File: config.mk
export PLATFORM = sky130hd
export DESIGN_NAME = pc_npc_fetch_unit
export DESIGN_NICKNAME = d
export VERILOG_FILES = /design/src/rtl/pc_npc_fetch_unit.sv
export SDC_FILE = /design/constraint.sdc
export NUM_CORES = 1
export LEC_CHECK = 0
export CORE_MARGIN = 2
export CORE_UTILIZATION = 40
export DETAILED_ROUTE_END_ITERATION = 7
export HOLD_SLACK_MARGIN = 0.12
export PLACE_DENSITY_LB_ADDON = 0.2
export SLEW_MARGIN = 20
export SYNTH_ARGS = -nofsm -noshare
export SYNTH_HDL_FRONTEND = slang
export SYNTH_SLANG_ARGS = --single-unit
File: constraint.sdc
create_clock -name Clk -period 2.8 [get_ports Clk]
set_clock_uncertainty 0.2 [all_clocks]
set_input_delay 0.56 -clock Clk [delete_from_list [all_inputs] [get_ports Clk]]
set_output_delay 0.56 -clock Clk [all_outputs]
set_load 0.005 [all_outputs]
File: src/rtl/pc_npc_fetch_unit.sv
// pc_npc_fetch_unit: PC/nPC fetch sequencer with SPARC delayed transfer.
// Ports: Clk,R,LE | ID_* decisions/target | PC_Out,nPC_Out,ID_annul,fetch_count.
module pc_npc_fetch_unit #(
  parameter int ADDR_W = 32,
  parameter logic [ADDR_W-1:0] RESET_PC = '0,
  parameter int CNT_W = 16
) (
  input  logic              Clk,
  input  logic              R,
  input  logic              LE,
  input  logic              ID_B_instr,
  input  logic              ID_ba,
  input  logic              ID_cond_true,
  input  logic              ID_29_a,
  input  logic              ID_Call_instr,
  input  logic              ID_jmpl_instr,
  input  logic [ADDR_W-1:0] ID_target,
  output logic [ADDR_W-1:0] PC_Out,
  output logic [ADDR_W-1:0] nPC_Out,
  output logic              ID_annul,
  output logic [CNT_W-1:0]  fetch_count
);

  typedef enum logic {
    RUN    = 1'b0,
    SQUASH = 1'b1
  } state_t;

  state_t            state_q;
  state_t            state_d;
  logic [ADDR_W-1:0] pc_q;
  logic [ADDR_W-1:0] npc_q;
  logic [ADDR_W-1:0] npc_d;
  logic [CNT_W-1:0]  cnt_q;

  logic              v;
  logic              take;
  logic              annul_next;
  logic [ADDR_W-1:0] tgt_aligned;
  logic              unused_tgt;

  // Instruction in an annulled slot must not steer fetch.
  assign v = (state_q == RUN);

  assign take = v & (ID_Call_instr | ID_jmpl_instr |
                     (ID_B_instr & (ID_cond_true | ID_ba)));

  // Taken conditional with a=1 keeps its slot; ba,a or untaken,a squash it.
  assign annul_next = v & ID_B_instr & ID_29_a &
                      (~ID_cond_true | ID_ba);

  assign tgt_aligned = {ID_target[ADDR_W-1:2], 2'b00};
  assign unused_tgt  = ^ID_target[1:0];

  assign npc_d = take ? tgt_aligned : npc_q + ADDR_W'(4);

  always_ff @(posedge Clk) begin
    if (R) begin
      state_q <= RUN;
      pc_q    <= RESET_PC;
      npc_q   <= RESET_PC + ADDR_W'(4);
      cnt_q   <= '0;
    end else if (LE) begin
      state_q <= state_d;
      pc_q    <= npc_q;
      npc_q   <= npc_d;
      cnt_q   <= cnt_q + CNT_W'(1);
    end
  end

  always_comb begin
    state_d = state_q;
    unique case (state_q)
      RUN:    if (annul_next) state_d = SQUASH;
      SQUASH: state_d = RUN;
      default: state_d = RUN;
    endcase
  end

  always_comb begin
    PC_Out      = pc_q;
    nPC_Out     = npc_q;
    ID_annul    = (state_q == SQUASH);
    fetch_count = cnt_q;
  end

endmodule

==> results of run 1 <==
-- cell usage in the layout, fill, tap and decap left out, types with 4 or more instances in the layout --
| cell type | synthesis | layout |
|---|---|---|
| a21o_1 | 5 | 5 |
| conb_1 | 1 | 4 |
| inv_1 | 6 | 6 |
| nand3_2 | 5 | 5 |
| and3_1 | 16 | 16 |
| nor2_1 | 56 | 56 |
| a211oi_1 | 4 | 4 |
| nand2_1 | 25 | 25 |
| xnor2_1 | 7 | 7 |
| nor3_1 | 14 | 14 |
| buf_4 | 4 | 13 |
| or4_1 | 8 | 8 |
| clkdlybuf4s50_1 | 0 | 113 |
| xor2_1 | 6 | 6 |
| nand4_1 | 15 | 15 |
| o21ai_0 | 20 | 20 |
| dfxtp_1 | 77 | 77 |
| or3_1 | 7 | 7 |
| nand3_1 | 20 | 20 |
| a21oi_1 | 36 | 35 |
| and2_1 | 5 | 5 |
| a31oi_1 | 6 | 6 |
| clkbuf_8 | 0 | 9 |
| mux2i_1 | 34 | 34 |
-- routing by layer --
| metal | wire [um] | vias up |
|---|---|---|
| met3 | 586 | 12 |
| met5 | 0 | - |
| met1 | 4480 | 1660 |
| li1 | - | 1810 |
| met4 | 150 | 0 |
| met2 | 4560 | 100 |
-- cell type report --
cell class,instances,area (um^2)
fill,871,3950
clock inverter,7,80.1
tap,111,139
inverter,6,22.5
timing repair buffer,130,1290
sequential,77,1540
clock buffer,9,124
multi-input combinational,331,2050
-- power by group through the flow --
| stage | clock network [mW] | registers, mW | logic [mW] |
|---|---|---|---|
| 3_3_place_gp | 0 | 1.23 | 0.382 |
| 6_report | 0.876 | 1.20 | 0.385 |
| 3_5_place_dp | 0 | 1.23 | 0.388 |
| 4_1_cts | 0.900 | 1.21 | 0.390 |
| 2_1_floorplan | 0 | 1.23 | 0.177 |
| 5_1_grt | 0.940 | 1.22 | 0.425 |
-- logic make-up (layout without fill, tap and decap cells) --
group                    Yosys count  after routing  synth area share, %
other                              1              4               0.0994
flip-flops                        77             77                 40.9
adder cells (fa/ha/maj)            2              2                0.663
buffers and inverters             44            152                 5.41
AND/OR/NAND/NOR                  189            189                 26.7
AO/OA/AOI/OAI                     86             86                 13.3
multiplexers                      37             37                 9.92
XOR/XNOR                          13             13                 3.02
-- sequential cells by signal, summed over array words and instances (netlist names) --
signal	cells
PC_Out	30
ID_annul	1
fetch_count	16
nPC_Out	30
-- path summary, 6_finish.rpt --
kind / end / cells past startpoint / from
max: nPC_Out[18]$_SDFFE_PP0P_ / 7 / nPC_Out[2]$_SDFFE_PP1P_
min: PC_Out[21]$_SDFFE_PP0P_ / 2 / PC_Out[21]$_SDFFE_PP0P_
max reg2reg: nPC_Out[18]$_SDFFE_PP0P_ / 7 / nPC_Out[2]$_SDFFE_PP1P_
min reg2reg: PC_Out[21]$_SDFFE_PP0P_ / 2 / PC_Out[21]$_SDFFE_PP0P_
-- worst min-delay path, stage by stage, from the launching register on --
cell and delay [ns]:
dfxtp_1 0.33, nand2_1 0.06, a21oi_1 0.06
-- through the flow --
step	power [mW]	hold WS [ns]
after detailed placement	1.62	0.279
after global placement	1.61	0.270
after floorplan	1.40	0.262
after global routing	2.58	0.309
after CTS	2.49	0.294
final	2.47	0.289
==> reports/metrics.cfg, run 1 <==
[clocking]
cts_hold_buf=0
cts_sinks=77
clk_latency_ns=0.35
clk_pin_slew_ns=0.08
clockBufferDepth=2
postCtsSetupRepairBufs=0
cts_buffers=9
cts-resized-gates=0
htree_levels=3
root_buffer=clkbuf_8
cts_tree=built

[place]
dpl_worst_slack_ns=0.258
gp_congestion=0.784
io_buffers=115
post-place-cells=655
dpl_cell_area_mm2=0.00504
dpl.hpwl_um=6730

[power_and_ir_drop]
power.switching_mw=0.670
pwr-share-seq_pct=48.9
vdd_drop_max_v=0.000206
p_leak_nw=1.97
pwr_density_cell_mw_per_mm2=470
combPwrFrac_pct=15.6
p_sw_share_pct=27.2
clock_power_share_pct=35.5
internal_power_mw=1.80

[floorplanning]
rows=35
die_w_um=101
die_h_um=101
die_area_mm2=0.0102
start_util_pct=41.0
pin_count=122
coreArea_mm2=0.00920

[flow_run]
cap_violations=0

[yosys]
avgSynthCellArea_um2=8.40
netlist-cell-type-count=53
synthTopCellsByCount=dfxtp_1, nor2_1, a21oi_1
synth_seq_cells=77
synth-edff-count=0
synth_area_leaders=dfxtp_1, mux2i_1, nor2_1, a21oi_1, and3_1
synth_cells=449
ys_warn_count=0
synth_flop_cell=dfxtp_1
ys_seq_area_share_pct=40.9
yosysMostFrequentCell=dfxtp_1
synth_top_area_cell=dfxtp_1
synth_top_area_share_pct=40.9
async_flop_share_pct=0
syn_area_mm2=0.00377

[global_route]
grt_first_pass_wirelength_um=16100
grtUsageMet1_pct=24.8
grt-ovfl-total=0
grt_start_max_net_pins=39
gr-usage-met2_pct=32.3
antenna_found_initial=0
grt_pass1_vias=3468
grtUsageMet3_pct=4.16
grt.busiest_layer=met2
track_usage_pct=19.4

[setup_path]
end_kind=flop
cp_top_family=simple AND/OR/NAND/NOR gates
critPathKind=reg -> reg
r2r_setup_slack_ns=0.54
timing.critical_path.buf_inv=1
crit_slowest_cell=dfxtp_1
path_cells=ha_1 -> nand3_2 -> nor3_2 -> buf_4 -> nand4_1 -> or4_1 -> a31oi_1
cpPeakStageDelay_ns=0.47
path_max_fanout=11
cp.arrival_ns=2.32
cp-start-kind=flop
required_ns=2.86

[sta]
tns_ns=0
max_freq_ghz=0.443
rsz0062_at_grt=false
setup_slack_ns=0.540
setup_viol=0
period_minus_slack_ns=2.26
finalHoldViolations=0
slew_viol_final=0
fin_crit_sh_pct=80.7

[detailed_routing]
drtIter0Drc=96
drc=0
vias=3582
wirelength_um=9780
viasPerCell=5.34
first_pass_iters=4
post_drt_wl_per_cell_um=14.6
drtAntennaViolNets=0

[worst_hold_path]
hp-class=reg -> reg

[layout]
design_area_mm2=0.00525
drive_above_1_share_pct=8.21
antennaDiodeCount=0
final_util_pct=57.1
layout.cells.non_filler=671
nets=598
syn2layout_area_growth_pct=39.2

[outcome]
status=completed

(Power assumes the default switching activity.)
==> run 2: changes to the inputs <==
clock period = 2.2 ns   (was 2.8 ns; I/O delays follow)
==> reports/metrics.cfg, run 2 (synthesized netlist as in run 1, its figures left out) <==
[outcome]
status=completed

[floorplanning]
coreArea_mm2=0.00920
die_h_um=101
die_w_um=101
pin_count=122
die_area_mm2=0.0102
start_util_pct=41.0
rows=35

[clocking]
htree_levels=3
cts_sinks=77
root_buffer=clkbuf_8
clockBufferDepth=2
clk_latency_ns=0.36
cts_buffers=9
cts_tree=built
clk_pin_slew_ns=0.09
cts_hold_buf=0

[place]
gp_congestion=0.772
dpl_worst_slack_ns=-0.163
dpl.hpwl_um=7090
io_buffers=115
dpl_cell_area_mm2=0.00529

[setup_path]
cp-start-kind=flop
path_cells=ha_2 -> nand3_2 -> nor3_4 -> buf_12 -> nand4_1 -> or4_1 -> a31oi_1
crit_slowest_cell=or4_1
timing.critical_path.buf_inv=1
cp_top_family=simple AND/OR/NAND/NOR gates
critPathKind=reg -> reg
cp.arrival_ns=2.15
end_kind=flop
cpPeakStageDelay_ns=0.41
required_ns=2.28
path_max_fanout=11

[detailed_routing]
post_drt_wl_per_cell_um=14.7
wirelength_um=10300
drtIter0Drc=151
drc=0
vias=3755
viasPerCell=5.35
first_pass_iters=4
drtAntennaViolNets=0

[sta]
setup_viol=0
period_minus_slack_ns=2.07
rsz0062_at_grt=false
finalHoldViolations=0
fin_crit_sh_pct=94.1
max_freq_ghz=0.483
slew_viol_final=0
setup_slack_ns=0.129

[global_route]
track_usage_pct=20.9
grt_start_max_net_pins=38
grt_pass1_vias=3601
grt_first_pass_wirelength_um=17200
grt-ovfl-total=0
antenna_found_initial=0

[layout]
antennaDiodeCount=0
layout_commonest_cell=clkdlybuf4s50_1
drive_above_1_share_pct=13.4
most-common-layout-cells=clkdlybuf4s50_1, dfxtp_1, nor2_1
syn2layout_area_growth_pct=47.0
nets=629
design_area_mm2=0.00554

[flow_run]
cap_violations=0

[power_and_ir_drop]
pwr_density_cell_mw_per_mm2=600
p_leak_nw=2.16
vdd_drop_max_v=0.000377

[worst_hold_path]
hp-class=in -> reg

[run 2: final cells by class]
| class | instances | area, um^2 |
|---|---|---|
| inverter | 6 | 22.5 |
| multi-input combinational | 331 | 2060 |
| clock inverter | 6 | 93.8 |
| fill | 860 | 3650 |
| clock buffer | 10 | 138 |
| tap | 111 | 139 |
| timing repair buffer | 161 | 1550 |
| sequential | 77 | 1540 |
[run 2: report_power, final]
group | switching (mW) | leakage [nW] | total (mW) | internal [mW]
Clock | 0.568 | 0.113 | 1.25 | 0.680
Combinational | 0.243 | 1.42 | 0.569 | 0.327
Sequential | 0.0511 | 0.629 | 1.51 | 1.46
[run 2: metrics by stage]
| step | TNS [ns] | hold slack, ns | instances | power, mW | utilization, % |
|---|---|---|---|---|---|
| 2_1_floorplan | 0 | 0.262 | 452 | 1.79 | - |
| 3_3_place_gp | -1.72 | 0.270 | 684 | 2.10 | 57.5 |
| 3_5_place_dp | -2.09 | 0.281 | 684 | 2.11 | 57.5 |
| 4_1_cts | 0 | 0.234 | 700 | 3.37 | 60.0 |
| 5_1_grt | 0 | 0.264 | 702 | 3.47 | 60.3 |
| 6_report | 0 | 0.240 | 702 | 3.33 | 60.3 |
[run 2: worst paths after layout]
kind                                start                           to  slack, ns  cells past startpoint
hold / removal                         LE  fetch_count[1]$_SDFFE_PP0P_       0.24                      3
setup reg to reg  nPC_Out[2]$_SDFFE_PP1P_     nPC_Out[18]$_SDFFE_PP0P_       0.13                      7
setup / recovery  nPC_Out[2]$_SDFFE_PP1P_     nPC_Out[18]$_SDFFE_PP0P_       0.13                      7
hold reg to reg   PC_Out[21]$_SDFFE_PP0P_      PC_Out[21]$_SDFFE_PP0P_       0.29                      2
[run 2: layer usage]
metal | wire [um] | GRT usage [%]
met1 | 4660 | 27.4
met2 | 4830 | 32.9
met3 | 603 | 5.20
met4 | 229 | 8.63
met5 | 0 | 0
[run 2: timing repair]
action,4_1_cts,5_1_grt
buffers inserted,0,2
setup endpoints to repair,0,5
gates resized for setup,0,3
[run 2: worst min-delay path, stage by stage]
cell	delay, ns
buf_4	0.16
mux2i_1	0.09
nor2_1	0.07
==> run 3: changes to the inputs <==
SETUP_SLACK_MARGIN = 0.15   (was unset)
==> reports/metrics.cfg, run 3 (synthesized netlist as in run 1, its figures left out) <==
[global_route]
antenna_found_initial=0
grt_pass1_vias=3500
grt_first_pass_wirelength_um=16600
grt-ovfl-total=0
grt_start_max_net_pins=40
track_usage_pct=20.2

[outcome]
status=completed

[clocking]
cts_buffers=9
clk_pin_slew_ns=0.09
clk_latency_ns=0.35
htree_levels=3
cts_tree=built
clockBufferDepth=2
root_buffer=clkbuf_8
cts_sinks=77
cts_hold_buf=0

[floorplanning]
die_area_mm2=0.0102
die_w_um=101
coreArea_mm2=0.00920
rows=35
pin_count=122
die_h_um=101
start_util_pct=41.0

[setup_path]
r2r-end=nPC_Out[25]$_SDFFE_PP0P_
timing.rr.start=nPC_Out[2]$_SDFFE_PP1P_
required_ns=1.56
cp.arrival_ns=1.39
end_kind=primary output
critPathKind=reg -> out
path_max_fanout=6
cp-start-kind=flop
r2r_setup_slack_ns=0.25
reg2regPathDepth=6

[place]
gp_congestion=0.839
io_buffers=115
dpl.hpwl_um=7240
post-place-cells=690

[worst_hold_path]
hp-class=in -> reg
holdPathStages=3
min_from=LE
holdPathEnd=fetch_count[1]$_SDFFE_PP0P_

[power_and_ir_drop]
pwr_density_cell_mw_per_mm2=567
vdd_drop_max_v=0.000320
p_leak_nw=2.24

[sta]
setup_viol=0
max_freq_ghz=0.493
rsz0062_at_grt=true
period_minus_slack_ns=2.03
tns_ns=0
fin_crit_sh_pct=92.2
finalHoldViolations=0
slew_viol_final=0

[layout]
drive_above_1_share_pct=17.1
syn2layout_area_growth_pct=50.9
most-common-layout-cells=clkdlybuf4s50_1, dfxtp_1, nor2_1
layout.cells.non_filler=715
antennaDiodeCount=0
layout_commonest_cell=clkdlybuf4s50_1
fillers=821
nets=642
multi_input_area_mm2=0.00210
regArea_mm2=0.00156

[detailed_routing]
wirelength_um=10400
drc=0
vias=3808
drtAntennaViolNets=0
drtIter0Drc=156
post_drt_wl_per_cell_um=14.5
viasPerCell=5.33
first_pass_iters=6

[flow_run]
cap_violations=0

-- run 3: changes by cell type in the layout (fill, tap and decap cells not counted), sizes merged --
cell	change
dlymetal6s2s	+2
clkinvlp	+1
bufinv	-1
clkdlybuf4s50	-2
clkbuf	+1
clkinv	+1
buf	+13
inv	-2
-- run 3: power breakdown --
part           internal, mW  switching (mW)
Sequential             1.46          0.0531
Combinational         0.335           0.250
Clock                 0.586           0.545
Total                  2.38           0.848
-- run 3: stage by stage --
stage	hold slack, ns	area, um^2	utilization (%)	setup WS, ns	total power [mW]
after detailed placement	0.268	5320	57.9	-0.212	2.12
after global placement	0.269	5320	57.9	-0.198	2.11
after CTS	0.233	5550	60.3	0.130	3.25
after global routing	0.271	5690	61.9	0.136	3.38
final	0.244	5690	61.9	0.172	3.23
after floorplan	0.262	3780	-	0.161	1.79
-- run 3: how the worst max path moves through the flow --
stage / end / cells past startpoint / startpoint
final: nPC_Out[10] / 2 / nPC_Out[10]$_SDFFE_PP0P_
after global routing: nPC_Out[10] / 2 / nPC_Out[10]$_SDFFE_PP0P_
after CTS: nPC_Out[18]$_SDFFE_PP0P_ / 7 / nPC_Out[2]$_SDFFE_PP1P_
after detailed placement: nPC_Out[26]$_SDFFE_PP0P_ / 8 / ID_ba
after global placement: nPC_Out[23]$_SDFFE_PP0P_ / 8 / ID_ba
after floorplan: nPC_Out[24]$_SDFFE_PP0P_ / 7 / nPC_Out[3]$_SDFFE_PP0P_
-- run 3: worst max-delay path, cell delays in order (launching register included) --
cell and delay (ns):
dfxtp_1 0.37, buf_4 0.16, clkdlybuf4s50_1 0.51
-- run 3: area by class of cell --
type	instances	share of cell area, %
Tap cell	111	2.44
Timing Repair Buffer	174	29.2
Clock buffer	11	2.66
Multi-Input combinational cell	331	36.9
Sequential cell	77	27.4
Clock inverter	5	1.03
Inverter	6	0.396
-- run 3: repair_timing --
| item | in CTS | in global routing |
|---|---|---|
| buffers inserted | 1 | 8 |
| resized for setup | 3 | 22 |
| setup endpoints to repair | 5 | 20 |
| cloned | 0 | 0 |
| pin swaps | 1 | 8 |
-- run 3: routing by layer --
layer / GRT usage [%] / vias up / routed length, um
met3: 5.27 / 20 / 629
met1: 25.5 / 1783 / 4720
met2: 32.5 / 108 / 4820
met4: 8.52 / 0 / 238
li1: - / 1897 / -
met5: 0 / - / 0
